$ cat config.mk
export PLATFORM = sky130hd
export DESIGN_NAME = fir_channel_scheduler
export DESIGN_NICKNAME = d
export VERILOG_FILES = /design/src/rtl/fir_channel_scheduler.sv
export SDC_FILE = /design/constraint.sdc
export NUM_CORES = 1
export LEC_CHECK = 0
export ABC_AREA = 1
export CORE_MARGIN = 2
export CORE_UTILIZATION = 34
export DETAILED_ROUTE_END_ITERATION = 10
export PLACE_DENSITY = 0.86
export SLEW_MARGIN = 30
export SYNTH_ARGS = -nofsm -noshare
export SYNTH_HDL_FRONTEND = slang
export SYNTH_SLANG_ARGS = --single-unit
export TNS_END_PERCENT = 10
$ cat constraint.sdc
create_clock -name clk -period 3 [get_ports clk]
set_clock_uncertainty 0.15 [all_clocks]
set_input_delay 0.3 -clock clk [delete_from_list [all_inputs] [get_ports clk]]
set_output_delay 0.3 -clock clk [all_outputs]
set_load 0.01 [all_outputs]
$ cat src/rtl/fir_channel_scheduler.sv
// Round-robin scheduler that time-shares one FIR datapath between NUM_CH channels.
// Each grant streams one burst into the filter, then flushes the filter tail before the next grant.
module fir_channel_scheduler #(
  parameter int unsigned NUM_CH       = 4,
  parameter int unsigned DATA_WIDTH   = 16,
  parameter int unsigned OUT_WIDTH    = 33,
  parameter int unsigned DRAIN_CYCLES = 17,
  parameter int unsigned MAX_BURST    = 64
) (
  input  logic                       clk,
  input  logic                       rst_n,
  input  logic [NUM_CH-1:0]          req_valid,
  input  logic [NUM_CH*DATA_WIDTH-1:0] req_data,
  input  logic [NUM_CH-1:0]          req_last,
  output logic [NUM_CH-1:0]          req_ready,
  output logic [DATA_WIDTH-1:0]      flt_in,
  output logic                       flt_valid,
  input  logic [OUT_WIDTH-1:0]       flt_out,
  input  logic                       flt_valid_out,
  output logic [OUT_WIDTH-1:0]       out_data,
  output logic                       out_valid,
  output logic [$clog2(NUM_CH)-1:0]  out_chan,
  output logic                       out_last,
  output logic                       busy
);

  localparam int unsigned ChW    = $clog2(NUM_CH);
  localparam int unsigned BurstW = $clog2(MAX_BURST + 1);
  localparam int unsigned DrainW = $clog2(DRAIN_CYCLES + 1);

  typedef enum logic [1:0] {StIdle, StStream, StDrain} state_e;

  state_e            state_q, state_d;
  logic [ChW-1:0]    owner_q, owner_d;
  logic [ChW-1:0]    last_grant_q, last_grant_d;
  logic [BurstW-1:0] burst_cnt_q, burst_cnt_d;
  logic [DrainW-1:0] drain_cnt_q, drain_cnt_d;

  logic              grant_found;
  logic [ChW-1:0]    grant_idx;
  logic              room;
  logic              accept;
  logic              burst_end;

  // First requester strictly after last_grant, wrapping around.
  always_comb begin
    int unsigned cand;
    grant_found = 1'b0;
    grant_idx   = '0;
    for (int unsigned k = 1; k <= NUM_CH; k++) begin
      cand = (32'(last_grant_q) + k) % NUM_CH;
      if (!grant_found && req_valid[cand]) begin
        grant_found = 1'b1;
        grant_idx   = ChW'(cand);
      end
    end
  end

  assign room      = (state_q == StStream) && (burst_cnt_q < BurstW'(MAX_BURST));
  assign accept    = room && req_valid[owner_q];
  assign burst_end = accept &&
                     (req_last[owner_q] || (burst_cnt_q == BurstW'(MAX_BURST - 1)));

  always_comb begin
    req_ready = '0;
    if (room) begin
      req_ready[owner_q] = 1'b1;
    end
    flt_valid = accept;
    flt_in    = accept ? req_data[32'(owner_q) * DATA_WIDTH +: DATA_WIDTH] : '0;
    busy      = (state_q != StIdle);
    out_valid = flt_valid_out && busy;
    out_data  = out_valid ? flt_out : '0;
    out_chan  = out_valid ? owner_q : '0;
    out_last  = out_valid && (state_q == StDrain) && (drain_cnt_q == DrainW'(1));
  end

  always_comb begin
    state_d      = state_q;
    owner_d      = owner_q;
    last_grant_d = last_grant_q;
    burst_cnt_d  = burst_cnt_q;
    drain_cnt_d  = drain_cnt_q;
    case (state_q)
      StIdle: begin
        if (grant_found) begin
          owner_d     = grant_idx;
          burst_cnt_d = '0;
          state_d     = StStream;
        end
      end
      StStream: begin
        if (accept) begin
          burst_cnt_d = burst_cnt_q + BurstW'(1);
        end
        if (burst_end) begin
          state_d      = StDrain;
          drain_cnt_d  = DrainW'(DRAIN_CYCLES);
          last_grant_d = owner_q;
        end
      end
      StDrain: begin
        drain_cnt_d = drain_cnt_q - DrainW'(1);
        if (drain_cnt_q == DrainW'(1)) begin
          state_d = StIdle;
        end
      end
      default: state_d = StIdle;
    endcase
  end

  always_ff @(posedge clk or negedge rst_n) begin
    if (!rst_n) begin
      state_q      <= StIdle;
      owner_q      <= '0;
      last_grant_q <= ChW'(NUM_CH - 1);
      burst_cnt_q  <= '0;
      drain_cnt_q  <= '0;
    end else begin
      state_q      <= state_d;
      owner_q      <= owner_d;
      last_grant_q <= last_grant_d;
      burst_cnt_q  <= burst_cnt_d;
      drain_cnt_q  <= drain_cnt_d;
    end
  end

endmodule

==> results.json <==
{
  "rr_endpoint": "burst_cnt_q[3]$_DFFE_PN0P_",
  "synth-simple-area-share_pct": 44.0,
  "tns_ns": 0,
  "hold_class": "input port to asynchronous set/reset pin",
  "r2r_cells": 8,
  "fmax_ghz": 0.354,
  "ys_types": 36,
  "syn-cell-area_mm2": 0.00205,
  "hold_violations": 0,
  "synth-seq-cells": 18,
  "syn2layout_area_growth_pct": 85.6,
  "setup_viol": 0,
  "end_kind": "output port",
  "synth_area_leaders": "dfrtp_1, nand2_1, inv_1",
  "cts_tree": "built",
  "antenna_found_initial": 0,
  "portBuffers": 166,
  "clk_path_buf_depth": 2,
  "synth-xor-area-share_pct": 1.71,
  "synth_fa_ha_area_share_pct": 1.83,
  "htreeDepth": 1,
  "wl_per_cell_um": 12.8,
  "synth.area.mux_share_pct": 0,
  "syn_area_per_cell_um2": 6.03,
  "endpoint": "flt_in[3]",
  "core-area_mm2": 0.00585,
  "dr_total_vias": 2808,
  "synth_compound_area_share_pct": 15.3,
  "crit_fanout": 25,
  "numCtsBuffers": 3,
  "clkTransAtPathRegs_ns": 0.07,
  "post_dp_cell_area_mm2": 0.00374,
  "crit_required_ns": 2.55,
  "cp.arrival_ns": 2.37,
  "dr.pass1.iters": 5,
  "vdd_drop_max_v": 0.000381,
  "worstMarginPinSlew_ns": 0.813,
  "io_pins": 167,
  "fin_crit_sh_pct": 94.1,
  "dieHeight_um": 81.6,
  "final_area_mm2": 0.00380,
  "power_leakage_uw": 0.00174,
  "synth_top_family_by_area": "simple AND/OR/NAND/NOR gates",
  "synth_top_cell_by_area": "dfrtp_1",
  "synth_top_area_share_pct": 19.6,
  "startpoint_type": "flip-flop",
  "drtIter0Drc": 124,
  "ys_seq_area_share_pct": 22.1,
  "crit_type": "flip-flop to output port",
  "grt_pass1_wl_um": 11000,
  "p_per_area_mw_per_mm2": 687,
  "first_global_vias": 2596,
  "fin_crit_ns": 2.82,
  "clock-root-buffer": "clkbuf_8",
  "clk_latency_ns": 0.25,
  "final_common_cell": "clkdlybuf4s50_1",
  "status": "completed",
  "die_area_mm2": 0.00665,
  "r2r_slack_ns": 0.89,
  "initial_core_util_pct": 35.0,
  "die_w_um": 81.6,
  "maxCapViolCount": 0,
  "syn_inst": 339,
  "final_cell_mix": "clkdlybuf4s50_1, nand2_1, inv_1",
  "nets": 610,
  "rsz0062_at_grt": "false",
  "clock-sinks": 18,
  "grt-ovfl-total": 0,
  "drv_slew": 0,
  "drt-total-wl_um": 7320,
  "cts_setup_buffers": 0,
  "n_antenna_cell": 0,
  "postRouteAntennaNets": 0,
  "via_per_inst": 4.90,
  "yosys_warnings": 0,
  "relSlewSlack_pct": 45.6,
  "place.gp.congestion": 0.967,
  "num_rows": 28,
  "dp_hpwl_um": 5960,
  "grtUsageTotal_pct": 20.4,
  "rr_startpoint": "owner_q[0]$_DFFE_PN0P_",
  "startpoint": "owner_q[0]$_DFFE_PN0P_",
  "drive_above_1_share_pct": 7.03,
  "drc": 0,
  "grt_max_degree": 34,
  "postSynthNetCount": 450
}
==> through the flow <==
step | hold WS (ns) | setup slack [ns] | cells | utilization, % | power [µW]
2_1_floorplan | -0.146 | 1.19 | 339 | - | 1660
3_3_place_gp | 0.334 | 0.438 | 569 | 63.9 | 2360
3_5_place_dp | 0.355 | 0.327 | 569 | 63.9 | 2400
4_1_cts | 0.371 | 0.0431 | 573 | 64.8 | 2610
5_1_grt | 0.422 | 0.0185 | 573 | 64.9 | 2850
6_report | 0.361 | 0.176 | 573 | 64.9 | 2610
==> cells by family after synthesis <==
group,after synthesis
compound gates,44
xor+xnor,4
fa+ha+maj,3
buf+inv,73
flops,18
simple gates,197
==> sequential cells by signal, summed over array words and instances (netlist names) <==
| signal | cells |
|---|---|
| burst_cnt_q | 7 |
| drain_cnt_q | 5 |
| last_grant_q | 2 |
| owner_q | 2 |
| state_q | 2 |
==> where the power goes <==
group / leakage [µW] / internal (µW) / switching, µW
clock: 0.0000288 / 117 / 83.7
sequential: 0.000225 / 337 / 131
combinational: 0.00149 / 874 / 1070
==> worst min path at each step <==
stage                     slack [ns]                     endpoint  cells past startpoint
final                           0.36   drain_cnt_q[1]$_DFFE_PN0P_                      1
after global routing            0.42  last_grant_q[1]$_DFFE_PN1P_                      2
after CTS                       0.37   burst_cnt_q[6]$_DFFE_PN0P_                      2
after detailed placement        0.36   burst_cnt_q[6]$_DFFE_PN0P_                      2
after global placement          0.33   burst_cnt_q[6]$_DFFE_PN0P_                      2
after floorplan                -0.15   burst_cnt_q[0]$_DFFE_PN0P_                      0
==> cell usage after synthesis <==
master	instances
nor2_1	45
or2_2	1
nand2_2	8
o21ai_1	2
nor3_1	7
o221ai_1	1
inv_4	2
a31oi_1	16
or2_1	1
xnor2_1	1
nor2_8	3
nand2_1	95
inv_2	3
clkbuf_1	7
nor3b_1	1
buf_2	2
xor2_1	3
nand3_1	28
nor2_2	2
nor2_4	2
a21boi_0	1
nand4_1	2
inv_1	54
o2111ai_1	1
clkinv_1	1
dfstp_2	2
ha_1	3
a21oi_1	3
buf_6	3
nand3_2	1
nand2_4	1
o21ai_2	1
buf_4	1
dfrtp_1	16
o21bai_4	1
a22oi_1	18
==> worst max-delay path, cell delays in order, from the launching register on <==
cell,delay (ns)
dfrtp_2,0.52
inv_4,0.09
nor2_8,0.24
nand2_1,0.10
nand2_2,0.12
o21bai_4,0.22
a31oi_1,0.26
clkdlybuf4s50_1,0.57
==> layout make-up <==
cell class / instances / area [µm²]
Timing Repair Buffer: 168 / 1680
Sequential cell: 18 / 455
Inverter: 60 / 230
Tap cell: 75 / 93.8
Fill cell: 487 / 2050
Multi-Input combinational cell: 248 / 1280
Clock buffer: 4 / 55.1
==> repair_timing <==
item | 4_1_cts | 5_1_grt
hold buffers | 0 | 0
setup endpoints to repair | 0 | 16
hold endpoints to repair | 0 | 0
gates resized for setup | 0 | 2
==> per-layer routing <==
metal	share of wire, %	vias to the layer above	wire length, µm	track usage (%)
met4	0.31	0	23	3.33
li1	-	1404	-	-
met5	0	-	0	0
met1	40	1234	2890	23.3
met3	12	2	856	5.05
met2	48	168	3550	38.9
Power figures use the tool's default switching activity.
